`src/rtl/sync_filter_bank.sv`:
```
// Multi-channel input conditioner: a synchroniser chain per input, followed by a stability
// filter that produces a clean level, registered edge pulses and sticky glitch flags.
module sync_filter_bank #(
  parameter int              N_CH        = 4,
  parameter int              SYNC_STAGES = 2,
  parameter int              FILT_LEN    = 4,
  parameter logic [N_CH-1:0] RESET_VALUE = '0
) (
  input  logic            clk,
  input  logic            nrst,
  input  logic [N_CH-1:0] in_sig,
  input  logic            filt_bypass,
  input  logic            glitch_clr,
  output logic [N_CH-1:0] out_sig,
  output logic [N_CH-1:0] rise,
  output logic [N_CH-1:0] fall,
  output logic [N_CH-1:0] glitch_flag
);

  localparam int             CW       = $clog2(FILT_LEN + 1);
  localparam logic [CW-1:0]  CNT_LAST = CW'(FILT_LEN - 1);

  logic [N_CH-1:0] sync_q [SYNC_STAGES];
  logic [N_CH-1:0] s;

  // Only sync_q[0] ever samples the raw pins; every later stage sees a clk-domain value.
  // NOTE: sequential state uses non-blocking assignments so every stage samples the pre-edge value.
  always_ff @(posedge clk or negedge nrst) begin
    if (!nrst) begin
      for (int j = 0; j < SYNC_STAGES; j++) sync_q[j] <= RESET_VALUE;
    end else begin
      sync_q[0] <= in_sig;
      for (int j = 1; j < SYNC_STAGES; j++) sync_q[j] <= sync_q[j-1];
    end
  end

  assign s = sync_q[SYNC_STAGES-1];

  for (genvar ch = 0; ch < N_CH; ch++) begin : g_ch
    logic [CW-1:0] cnt_q, cnt_d;
    logic          out_q, out_d;
    logic          rise_q, fall_q, glitch_q;
    logic          set_glitch;

    // NOTE: every variable gets a default first so no path through the block infers a latch.
    always_comb begin
      cnt_d      = cnt_q;
      out_d      = out_q;
      set_glitch = 1'b0;
      if (filt_bypass) begin
        cnt_d = '0;
        out_d = s[ch];
      end else if (s[ch] == out_q) begin
        if (cnt_q != '0) begin
          cnt_d      = '0;
          set_glitch = 1'b1;
        end
      end else if (cnt_q == CNT_LAST) begin
        out_d = s[ch];
        cnt_d = '0;
      end else begin
        cnt_d = cnt_q + 1'b1;
      end
    end

    // A coincident set beats glitch_clr so a rejection in the clearing cycle is not lost.
    always_ff @(posedge clk or negedge nrst) begin
      if (!nrst) begin
        cnt_q    <= '0;
        out_q    <= RESET_VALUE[ch];
        rise_q   <= 1'b0;
        fall_q   <= 1'b0;
        glitch_q <= 1'b0;
      end else begin
        cnt_q    <= cnt_d;
        out_q    <= out_d;
        rise_q   <= out_d & ~out_q;
        fall_q   <= ~out_d & out_q;
        glitch_q <= (glitch_q & ~glitch_clr) | set_glitch;
      end
    end

    assign out_sig[ch]     = out_q;
    assign rise[ch]        = rise_q;
    assign fall[ch]        = fall_q;
    assign glitch_flag[ch] = glitch_q;
  end

endmodule

```
`config.mk`:
```
export PLATFORM = sky130hd
export DESIGN_NAME = sync_filter_bank
export DESIGN_NICKNAME = d
export VERILOG_FILES = /design/src/rtl/sync_filter_bank.sv
export SDC_FILE = /design/constraint.sdc
export NUM_CORES = 1
export LEC_CHECK = 0
export BUFFER_PORTS_ARGS = -buffer_cell sky130_fd_sc_hd__buf_2
export CAP_MARGIN = 20
export CORE_UTILIZATION = 45
export CTS_CLUSTER_SIZE = 25
export DETAILED_ROUTE_END_ITERATION = 10
export GPL_TIMING_DRIVEN = 0
export PLACE_DENSITY = 0.7
export SLEW_MARGIN = 40
export SYNTH_ARGS = -nofsm -noshare
export SYNTH_HDL_FRONTEND = slang
export SYNTH_SLANG_ARGS = --single-unit
export TNS_END_PERCENT = 50
```
`constraint.sdc`:
```
create_clock -name clk -period 1.7 [get_ports clk]
set_input_delay 0.51 -clock clk [delete_from_list [all_inputs] [get_ports clk]]
set_output_delay 0.51 -clock clk [all_outputs]
set_load 0.03 [all_outputs]
```
== After elaboration in Yosys (flattened, before gate mapping) ==
Index checks and enable logic that the tools add are counted.
Operators by class
  $add $sub $neg: 4
  equal/unequal tests: 12
  multiplexer cells: 40
  bitwise gates (word level): 25
  reductions and logical operators: 4
Operator list (count)
  3-bit 2-to-1 mux: 16
  1-bit 2-to-1 mux: 24
  3-bit by 1-bit adder with 3-bit output (second input constant): 4
  1-bit bitwise AND: 12
  3-bit by 2-bit == test with 1-bit output (second input constant): 4
  3-bit by 2-bit inequality test with 1-bit output (second input constant): 4
  3-bit nonzero test: 4
  1-bit NOT: 9
  1-bit == test: 4
  1-bit OR: 4
Word-level totals
  register bits: 36
  input bits: 8
  logic and storage cells: 107

== Logic depth before layout (Yosys ltp) ==
Gate-level depths: netlist of the first run.
  depth after elaboration: 6
  depth in mapped cells: 5
  depth with buffers taken out: 5

== Least setup slack after synthesis of the first run ==
Ideal clock, no wire load.
  path kind: register to register
  from: reg g_ch[2].cnt_q[0]
  to: reg g_ch[2].out_q
  library setup time: 128 ps
  data arrival time: 1201 ps
  setup slack: 371 ps
  stages on the path, launching flop included: 5
  path buffers: 0
  clock period less this slack: 1329 ps
  cell sequence: dfrtp_1 ha_1 nor2b_2 nor2_1 mux2_1
On the way
  cells in the longest elaborated chain, start to end: 4
Ends and longest elaborated chain
  start: declaration: RTL line 40  | logic [CW-1:0] cnt_q, cnt_d;
  start signal: assignment: RTL line 75  | cnt_q <= cnt_d;
  3-bit by 2-bit == test with 1-bit output: RTL line 58  | end else if (cnt_q == CNT_LAST) begin
  1-bit 2-to-1 mux: RTL line 58
  1-bit 2-to-1 mux: RTL line 53  | end else if (s[ch] == out_q) begin
  1-bit 2-to-1 mux: RTL line 50  | if (filt_bypass) begin
  via g_ch[2].out_d: RTL line 41  | logic out_q, out_d;
  end signal: assignment: RTL line 70  | out_q <= RESET_VALUE[ch];
  end signal: assignment: RTL line 76  | out_q <= out_d;
  end: declaration: RTL line 41
The timed path passes the listed nets, and every way through them passes these cells.
A chain may end at the register's enable or synchronous reset.

== Worst setup path after layout of the first run ==
  from: reg g_ch[3].out_q
  to: out out_sig[3]
RTL lines
  start: declaration: RTL line 41
  start signal: assignment: RTL line 70
  start signal: assignment: RTL line 76
  end: declaration: RTL line 14  | output logic [N_CH-1:0] out_sig,
No word-level cell between the ends.

==> out/results.txt, run 1 <==
Across the VDD grid, the largest voltage drop is 0.520 mV. The largest individual stage delay along the critical path comes from the cell dfrtp_1. The CTS clock-pin slew for the worst setup and hold paths was 0.10 ns; the sum of overflow across all layers after global routing was 0. Summing every instance area after synthesis gives 1610 um^2. Across the run, the number of max-cap violations was 0. The count of input and output buffers was 22. Cells with a size suffix above 1 make up 31.3% of the layout. The delay of the slowest cell on the worst path works out to 0.44 ns.

The post-layout instance count excluding filler cells came out at 209. The net count of the mapped netlist came out at 149. Cell type with the largest total area after synthesis: dfrtp_1. The setup check on the worst reg-to-reg path leaves a slack of 0.28 ns. Dividing total power by cell area gives a power density of 1030 nW/um^2.

Final design utilization: 54.2%. Row generation in the floorplan step produced 21 rows. Yosys attributes the largest share of cell area to dfrtp_1 56%, buf_4 7.5%, ha_1 6.2%, nor3b_1 5.1%, inv_1 3.7%.

The measured slew at the worst slew-check pin is 0.446 ns. STA puts the critical path data arrival time at 1.10 ns. For this run, design rule violations remaining after detail routing come to 0. The tools report the final-report hold violation count as 0. The worst pin sits at a relative slew slack of 70.3%. Synthesis instantiated 23 different standard cells from the library. Hold is met by 0.111 ns. The core region is 3390 um^2. The number of antenna diodes in the final layout is 0. The longest clock path from root to sink contains 2 buffers. The first detailed-routing pass took 4 iterations.

Summed over all layers, the routed wires come to 2470 um. Of the available clock period, the critical path in the final layout requires 94.5%. The average instance area after synthesis was 12.1 um^2; the number of buffer and inverter stages on the critical path was 2. After clock tree synthesis, the flow added hold-fix buffers numbering 0. The run gives 0.826 as the final weighted congestion in routability-driven placement. Number of global-route vias before repair: 1055.

For the number of I/O pins, the log shows 24. The signal on the critical path passes through buf_4 > buf_2. Once the floorplan was initialized, standard cells occupied 47.4% of the core. The clock sink count was 36; the fraction of synthesis flops using an asynchronous set or reset pin was 100%. The final critical-path required period was 1.61 ns; the via total after detailed routing was 1023.

The nature of the critical path endpoint is an output port. The run gives 0 ns as the aggregate negative setup slack. The final count of pins violating max slew was 0; the number of buffers added by the clock tree synthesis step was 5. The largest net degree at the start of global routing is 37, and the routed length per placed instance is 11.8 um. The endpoint of the worst-slack reg-to-reg timing path is g_ch[2].out_q$_DFF_PN0_. In this run the critical register-to-register path is launched from g_ch[2].cnt_q[0]$_DFFE_PN0P_. From bottom edge to top edge, the die measures 61.7 um. Setup repair after global routing left no endpoint under its margin. The final layout net count was 178.

The cell with the most instances after synthesis is dfrtp_1. The logs give 133 for the number of instances in the synthesized netlist and 56.1% for the post-synthesis sequential area ratio. After synthesis, the most frequently instantiated cells are 36 x dfrtp_1, 16 x buf_4, 16 x inv_1. The most instantiated flip-flop cell in the synthesis netlist was dfrtp_1. The CTS H-tree depth was 2; the number of synthesized flops with an enable pin was 0.

The area growth from synthesis to layout is 14.3%. TritonCTS built the clock tree. The setup-violating endpoint count in the final report is 0, and the flip-flop and latch count after synthesis is 36.

At the later pin of the worst-skew pair, clock insertion delay measures 0.34 ns. Clock tree synthesis selected as its root buffer the cell clkbuf_4. The number of antenna violations at the first check in global routing came out at 0. The run gives 0 as the number of antenna-violating nets in the routed design. STA classifies the critical path startpoint as a flop. After detailed routing, the number of vias per cell comes to 4.89. Yosys printed 0 warnings.

Based on the critical path, the design can be clocked at up to 623 MHz. The run gives 4340 um as the wire length of the first global-routing pass. The critical path in this run is classified as reg -> out. The layout filler cell count is 290, and the floorplan die area is 3810 um^2. In this run the biggest area consumer among cell types represents 56.1% of the synthesized area.

The tools report the required time at the endpoint of the critical path as 1.19 ns. The tools report the worst clock skew on the final layout as 0.00651 ns. After detailed placement, the design holds a cell count of 201. Total global-route track usage: 16.4%.

The flow ran to the end, and the final reports show no timing, DRC or antenna violations. Horizontal die dimension: 61.7 um. The first routing iteration left 25 violations. The tools report the leakage power as 0.929 nW. The largest fanout on the critical path was 5. The dominant delay contributor by cell family on the critical path was flip-flops. Worst min-delay path class: in -> async. The run gives 1720 um as the sum of net half-perimeters after detailed placement. Measured in cells, the most critical reg-to-reg path has a length of 4.
[layer usage]
layer | vias to the layer above | wire length [um] | global-route usage (%)
li1 | 494 | - | -
met1 | 505 | 1020 | 15.5
met2 | 18 | 1290 | 29.2
met3 | 6 | 106 | 7.45
met4 | 0 | 48 | 9.21
met5 | - | 0 | 0
[cell type report]
type                    count  area (um^2)  area share [%]
multi-input cells          63          514            28.0
inverters                  16         60.1            3.27
clock buffers               8         58.8            3.20
flip-flops and latches     36          902            49.1
plain buffers              18          130            7.09
well taps                  46         57.6            3.14
repair buffers             22          113            6.13
[metrics by stage]
| step | instance area (um^2) | setup WS (ns) | total power [mW] |
|---|---|---|---|
| floorplan | 1610 | 0.371 | 1.33 |
| global route | 1840 | 0.0350 | 2.02 |
| CTS | 1830 | 0.0638 | 1.92 |
| finish | 1840 | 0.0939 | 1.90 |
| detailed placement | 1770 | 0.292 | 1.45 |
| global placement | 1770 | 0.327 | 1.42 |
[flip-flops by register name (all words and copies together), names as in the netlist]
| name | cells |
|---|---|
| g_ch.out_q | 4 |
| g_ch.glitch_q | 4 |
| g_ch.rise_q | 4 |
| sync_q | 4 |
| s | 4 |
| g_ch.fall_q | 4 |
| g_ch.cnt_q | 12 |
[where the power goes]
group | switching, mW | internal, mW | leakage (nW)
sequential | 0.0576 | 0.936 | 0.463
clock | 0.266 | 0.204 | 0.0326
combinational | 0.240 | 0.191 | 0.433
total | 0.564 | 1.33 | 0.929
[worst max-delay path by stage]
| stage | from | end | slack [ns] | depth (start not counted) |
|---|---|---|---|---|
| 2_1_floorplan | g_ch[2].cnt_q[0]$_DFFE_PN0P_ | g_ch[2].out_q$_DFF_PN0_ | 0.37 | 4 |
| 3_3_place_gp | filt_bypass | g_ch[1].out_q$_DFF_PN0_ | 0.33 | 3 |
| 3_5_place_dp | filt_bypass | g_ch[0].out_q$_DFF_PN0_ | 0.29 | 3 |
| 4_1_cts | g_ch[2].out_q$_DFF_PN0_ | out_sig[2] | 0.06 | 2 |
| 5_1_grt | g_ch[2].out_q$_DFF_PN0_ | out_sig[2] | 0.04 | 2 |
| 6_report | g_ch[3].out_q$_DFF_PN0_ | out_sig[3] | 0.09 | 2 |
[kinds of logic after synthesis]
group | count (synthesis) | share of synthesized area [%]
AOI/OAI and AO/OA | 18 | 8.65
xor gates and xnor gates | 5 | 2.73
adders and majority gates | 8 | 6.24
buffers and inverters | 34 | 11.8
DFF | 36 | 56.1
muxes | 4 | 2.81
and+or+nand+nor | 28 | 11.6
[cell usage in the layout (no fill, tap or decap), drive strengths merged]
master   n
buf     40
dfrtp   36
inv     16
nor3b   11
ha       8
a21oi    8
clkbuf   8
and3     6
a31o     6
xnor2    4
mux2     4
a22o     3
nor4     3
nand3    2
nor2b    2
nor2     1
xor2     1
o32ai    1
nor4b    1
nand2    1
or3      1
[what timing repair did]
item	4_1_cts	5_1_grt
resized for setup	0	1
endpoints found under the hold margin	0	0
setup endpoints to repair	0	1
buffers inserted	0	0
No activity file was read; power rests on OpenSTA's default activity.
==> inputs of run 2 (changes only) <==
--- a/config.mk
+++ b/config.mk
@@ -5,7 +5,7 @@
 export SDC_FILE = /design/constraint.sdc
 export NUM_CORES = 1
 export LEC_CHECK = 0
-export BUFFER_PORTS_ARGS = -buffer_cell sky130_fd_sc_hd__buf_2
+export BUFFER_PORTS_ARGS = -buffer_cell sky130_fd_sc_hd__buf_4
 export CAP_MARGIN = 20
 export CORE_UTILIZATION = 45
 export CTS_CLUSTER_SIZE = 25
==> run 2 against run 1 <==
Sequential cell count stayed put. Highest routed layer unchanged. Critical path type unchanged. Register-to-register slack hardly changed. Largest cell class unchanged. Sequential power hardly changed. Cell count stayed put. Critical path depth stayed put. Sequential share of layout area is 2.3 points lower. Clock power is 44% higher.
==> out/results.txt, run 2 (synthesized netlist as in run 1, its figures left out) <==
The final-report hold violation count was 0 (unchanged). For the number of diodes, the log shows 0 (unchanged). The final count of pins violating max slew is 0 (unchanged). The tools report the post-layout worst setup margin as 0.0888 ns (-0.00502 ns).

The maximum count of clock buffers along a single path was 2 (unchanged). CTS clock-pin slew for the worst setup and hold paths: 0.11 ns (about the same). The tools report the setup-violating endpoint count in the final report as 0 (unchanged). The final layout net count is 178 (unchanged), and the number of global-route vias before repair is 1025 (-2.8%). Clock tree synthesis selected as its root buffer the cell clkbuf_4. Total of cells resized after clock tree synthesis: 0 (unchanged). Die height: 61.7 um (unchanged). The run gives 1.10 ns (about the same) as the endpoint arrival time on the critical path. The routed length per placed instance was 11.8 um (+0.41%); the measured slew at the worst slew-check pin was 0.450 ns (+0.00457 ns). The run gives 0.0104 ns (+0.00385 ns) as the worst clock skew on the final layout. The count of input and output buffers is 22 (unchanged), and the total power density per cell area is 1110 nW/um^2 (+7.3%). For the final weighted congestion in routability-driven placement, the log shows 0.789 (-4.5%). The number of buffer and inverter stages on the critical path is 2 (unchanged).

Aggregate negative setup slack: 0 ns (unchanged). The flow ran to the end, and the final reports show no timing, DRC or antenna violations. The floorplan die area came out at 3810 um^2 (unchanged). The count of maximum capacitance violations is 0 (unchanged), and the maximum frequency from static timing analysis is 621 MHz (-0.31%). The total DRC errors in the routed layout is 0 (unchanged). The tools report the number of antenna violations at the first check in global routing as 0 (unchanged). The number of flip-flops in the largest register came out at 12 (unchanged). The library cell used most frequently in the layout, excluding fill and tap cells, is buf_4.

The tools report the hold buffer count at CTS as 0 (unchanged). The largest fanout on the critical path came out at 6 (+1). Final critical-path required period: 1.61 ns (+0.00502 ns). Sum of overflow across all layers after global routing: 0 (unchanged).

The detail-routed via count per cell is 4.89 (-0.20%). Clock sink count: 36 (unchanged). The run gives 1021 (-0.20%) as the via total after detailed routing. Among cell families on the critical path, the largest total delay comes from flip-flops. The leakage power was 0.958 nW (+3.1%). Horizontal die dimension: 61.7 um (unchanged).

The sequential standard cell area is 901 um^2 (-0.14%). The register bank with the most flops is g_ch.cnt_q. The logs give 20 (-20%) for the number of design-rule violations left by the first detailed-router iteration and 2 (-2) for the number of optimization iterations in the first detailed-route pass.

The number of placement rows was 21 (unchanged); the number of I/O pins was 24 (unchanged). The worst-case vdd ir drop is 0.796 mV (+53%), and the number of antenna-violating nets in the routed design is 0 (unchanged). The final design utilization was 56.7% (+2.6 points). The run gives 0.275 ns (-0.0169 ns) as the worst slack at placement.

The critical path goes through buf_4 > buf_4. For the largest net degree at the start of global routing, the log shows 37 (unchanged). The wire length of the first global-routing pass was 4150 um (-4.3%); the total global-route track usage was 15.7% (-0.69 points). The slowest cell on the critical path was dfrtp_1.

The delay of the slowest cell on the worst path was 0.45 ns (about the same); the ratio of final minimum period to clock period was 94.8% (+0.30 points). The setup fix buffers added after clock tree synthesis was 0 (unchanged); the power consumption was 2.13 mW (+12%). The sum of net half-perimeters after detailed placement came out at 1730 um (+0.53%).

Setup repair after global routing left no endpoint under its margin. STA classifies the critical path endpoint as an output port. The layout-stage area growth over the synthesis result works out to 19.8%. The run gives 70.0% (-0.30 points) as the worst-case headroom to the max-slew limit. The tools report the number of buffers added by the clock tree synthesis step as 5 (unchanged). In this run the worst hold path is classified as in -> async. The later-pin clock latency in the skew report was 0.34 ns (about the same). The required time at the endpoint of the critical path came out at 1.19 ns (about the same). The placeable core area was 3390 um^2 (unchanged). The setup path with the least slack is of type reg -> out.

TritonCTS built the clock tree. The total detailed-routing wirelength was 2480 um (+0.41%). STA classifies the critical path startpoint as a flop. The cell that appears most often on the critical path is buf_4.

The tools report the area of the multi-input gates as 514 um^2 (unchanged). Leaving out fill and tap cells, the most frequent cells in the layout are 38 x buf_4, 36 x dfrtp_1, 16 x inv_1. The run gives 275 (-5.2%) as the layout filler cell count. For the initial core utilization, the log shows 47.4% (unchanged). The share of layout cells above drive strength 1 was 31.9% (+0.61 points).

The tools report the CTS H-tree depth as 2 (unchanged).
[run 2: per-layer routing]
| metal | global-route usage, % | share of wire [%] | vias to the layer above | wire, um |
|---|---|---|---|---|
| met5 | 0 | 0 | - | 0 |
| met4 | 10.5 | 2.3 | 0 | 56 |
| met3 | 4.55 | 3.2 | 7 | 79 |
| met2 | 28.4 | 51 | 16 | 1270 |
| met1 | 15.4 | 43 | 505 | 1070 |
| li1 | - | - | 493 | - |
[run 2: where the power goes]
part           leakage, nW  internal [mW]  switching [mW]
logic                0.443          0.218           0.243
registers            0.464          0.936          0.0583
clock network       0.0515          0.391           0.285
total                0.958           1.54           0.586
[run 2: final cells by class]
cell class                 count  share of cell area, %
buffer                        18                   6.77
clock buffer                   7                   3.38
clock inverter                 1                   1.56
inverter                      16                   3.12
multi-input combinational     63                   26.7
sequential                    36                   46.8
tap                           46                   2.99
timing repair buffer          22                   8.59
[run 2: worst paths after layout]
check / slack [ns] / start / end / cells past startpoint
min in group clk: 0.27 / in_sig[1] / sync_q[5]$_DFF_PN0_ / 1
max in group asynchronous: 1.27 / nrst / g_ch[0].cnt_q[0]$_DFFE_PN0P_ / 1
max: 0.09 / g_ch[2].out_q$_DFF_PN0_ / out_sig[2] / 2
max reg2reg: 0.27 / g_ch[2].cnt_q[0]$_DFFE_PN0P_ / g_ch[2].out_q$_DFF_PN0_ / 4
min reg2reg: 0.36 / sync_q[4]$_DFF_PN0_ / s[0]$_DFF_PN0_ / 0
min: 0.11 / nrst / g_ch[2].fall_q$_DFF_PN0_ / 1
[run 2: per-stage QoR]
step	std cells	instance area, um^2	hold slack, ns
global placement	201	1830	0.333
global route	209	1920	0.115
floorplan	133	1610	0.214
CTS	209	1920	0.109
finish	209	1920	0.109
detailed placement	201	1830	0.336
==> inputs of run 3 (changes only) <==
--- a/config.mk
+++ b/config.mk
@@ -12,6 +12,7 @@
 export DETAILED_ROUTE_END_ITERATION = 10
 export GPL_TIMING_DRIVEN = 0
 export PLACE_DENSITY = 0.7
+export SETUP_SLACK_MARGIN = 0.3
 export SLEW_MARGIN = 40
 export SYNTH_ARGS = -nofsm -noshare
 export SYNTH_HDL_FRONTEND = slang
==> run 3 against run 2 <==
Combinational power up 28%. Sequential power about the same. Fmax up 7.2%.
==> out/results.txt, run 3 (synthesized netlist as in run 1, its figures left out) <==
The count of maximum capacitance violations is 0 (unchanged), and the horizontal die dimension is 61.7 um (unchanged). Delay of the slowest cell on the worst path: 0.41 ns (-0.04 ns). The worst setup path is launched from a flop. The largest net degree at the start of global routing was 37 (unchanged).

The number of I/O pins is 24 (unchanged). The logs give 0.108 ns (-0.00188 ns) for the worst hold margin and 2.26 mW (+6.0%) for the power consumption. The final-report hold violation count is 0 (unchanged). The clock root buffer is clkbuf_4.

Relative to the synthesized area, the layout overhead comes to 32.4%. TritonCTS built the clock tree. The fraction of power spent switching nets was 27.3% (-0.18 points); the placeable core area was 3390 um^2 (unchanged). The number of buffers added by the clock tree synthesis step was 5 (unchanged).

In this run the critical register-to-register path is launched from g_ch[0].out_q$_DFF_PN0_. The tools report the switching component of the power as 617 uW (+5.3%). The logs give 26.2% (+4.6 points) for the logic gate share of total power and 2 (unchanged) for the number of optimization iterations in the first detailed-route pass. The count of input and output buffers is 22 (unchanged), and the number of diodes is 0 (unchanged). In the layout the commonest cells are 36 x dfrtp_1, 27 x buf_6, 22 x buf_4. The leakage power came out at 1.04 nW (+9.0%).

The tools report the aggregate negative setup slack as 0 ns (unchanged). The maximum frequency from static timing analysis was 666 MHz (+7.2%); the sum of overflow across all layers after global routing was 0 (unchanged). The via total after detailed routing was 1087 (+6.5%); the die height was 61.7 um (unchanged). Final design utilization: 62.7% (+6.0 points). The number of global-route vias before repair is 1101 (+7.4%). The run gives 3810 um^2 (unchanged) as the floorplan die area.

The worst clock skew on the final layout is 0.0111 ns (+0.000749 ns), and the number of antenna-violating nets in the routed design is 0 (unchanged). The endpoint arrival time on the critical path was 0.99 ns (-0.11 ns). The sequential fraction of design power came out at 43.9% (-2.8 points). The slowest cell on the critical path is dfrtp_1.

The run finished with clean final reports. The dominant cell type by count on the critical path was buf_6. The logs give 0 (unchanged) for the number of antenna violations at the first check in global routing and 189 (+6.2%) for the final layout net count. STA classifies the critical path endpoint as an output port. The clock sink count is 36 (unchanged).

The number of buffer and inverter stages on the critical path works out to 2 (unchanged). The detail-routed via count per cell is 4.94 (+1.1%). The run gives 69.8% (-0.13 points) as the worst-case headroom to the max-slew limit.

For the maximum count of clock buffers along a single path, the log shows 2 (unchanged). Setup repair after global routing could not meet its margin everywhere. The share of layout cells above drive strength 1 is 37.9% (+6.0 points), and the sum of net half-perimeters after detailed placement is 1730 um (unchanged). Most common cell after layout, fill and taps aside: dfrtp_1. The CTS H-tree depth is 2 (unchanged). The kind of critical path is reg -> out.

The CTS clock-pin slew for the worst setup and hold paths was 0.11 ns (about the same). The run gives 1.19 ns (about the same) as the required time at the endpoint of the critical path. Ratio of final minimum period to clock period: 88.4% (-6.4 points).

In this run the worst setup path begins at g_ch[1].glitch_q$_DFF_PN0_. The total global-route track usage is 16.4% (+0.71 points), and the measured slew at the worst slew-check pin is 0.452 ns (+0.00189 ns). The total power density per cell area was 1060 nW/um^2 (-4.1%). The largest fanout on the critical path was 2 (-4). The hold buffer count at CTS was 0 (unchanged); the number of design-rule violations left by the first detailed-router iteration was 21 (+5.0%). The run gives 0.34 ns (about the same) as the later-pin clock latency in the skew report. Layout filler cell count: 258 (-6.2%). For the number of placement rows, the log shows 21 (unchanged). Ranked by flip-flop count, first place goes to g_ch.cnt_q. The total detailed-routing wirelength was 2720 um (+9.7%); the final critical-path required period was 1.50 ns (-0.109 ns).

The logs give 29.9% (-1.8 points) for the part of the total power dissipated in the clock network and 1.64 mW (+6.2%) for the internal portion of total power. The cell family contributing the most delay on the critical path is flip-flops. The worst-case vdd ir drop was 0.807 mV (+1.4%). The signal on the critical path passes through buf_6 > buf_6. The routed length per placed instance is 12.3 um (+4.2%), and the final weighted congestion in routability-driven placement is 0.789 (unchanged). The logs give 4390 um (+5.7%) for the wire length of the first global-routing pass and 1830 um^2 (unchanged) for the post-place instance area. The number of flip-flops in the largest register was 12 (unchanged); the final instance area was 2130 um^2 (+11%). The total DRC errors in the routed layout was 0 (unchanged); the setup-violating endpoint count in the final report was 0 (unchanged). For the initial core utilization, the log shows 47.4% (unchanged).

The path class of the tightest hold or removal check is in -> async. The tools report the final count of pins violating max slew as 0 (unchanged).
-- run 3: cell count changes in the layout (fill, tap and decap cells not counted), sizes merged --
cell,previous run,this run
buf,40,51
-- run 3: worst register-to-register path, stage by stage (launching register included) --
cell     delay [ns]
dfrtp_1        0.40
buf_4          0.15
xnor2_1        0.36
inv_1          0.12
a31o_1         0.23
-- run 3: worst paths after layout --
path | depth (start not counted) | slack [ns] | end
worst max-delay path | 2 | 0.20 | glitch_flag[1]
max in group asynchronous | 1 | 1.27 | g_ch[0].cnt_q[0]$_DFFE_PN0P_
worst min register to register | 0 | 0.36 | s[0]$_DFF_PN0_
worst min-delay path | 1 | 0.11 | g_ch[2].fall_q$_DFF_PN0_
min in group clk | 1 | 0.26 | sync_q[5]$_DFF_PN0_
worst max register to register | 4 | 0.34 | g_ch[0].cnt_q[1]$_DFFE_PN0P_
-- run 3: routing by layer --
metal	track usage [%]	up-vias	share of wire, %
li1	-	518	-
met1	16.2	545	42
met2	30.0	17	53
met3	4.55	7	2.9
met4	10.5	0	2.2
met5	0	-	0
-- run 3: power groups by stage --
stage          logic [mW]  clock network (mW)  registers, mW
4_1_cts             0.560               0.697          0.987
2_1_floorplan       0.335                   0          0.998
3_5_place_dp        0.464                   0           1.01
6_report            0.591               0.676          0.991
5_1_grt             0.654               0.732          0.999
3_3_place_gp        0.441                   0           1.00
-- run 3: metrics by stage --
stage,std cells,worst slack (ns)
after floorplan,133,0.371
after global placement,201,0.328
after detailed placement,201,0.275
after CTS,217,0.177
after global routing,220,0.153
final,220,0.198
-- run 3: repair_timing --
item                                   4_1_cts  5_1_grt
setup endpoints to repair                   17       26
buffers inserted                             8        3
endpoints found under the hold margin        0        0
pin swaps                                    0        2
gates resized for setup                     17       15
-- run 3: area by class of cell --
class | count | area [um^2] | area share (%)
flip-flops and latches | 36 | 901 | 42.4
multi-input cells | 63 | 533 | 25.1
repair buffers | 33 | 304 | 14.3
plain buffers | 18 | 175 | 8.24
clock buffers | 7 | 65.1 | 3.06
inverters | 16 | 60.1 | 2.83
well taps | 46 | 57.6 | 2.71
clock inverters | 1 | 30.0 | 1.41
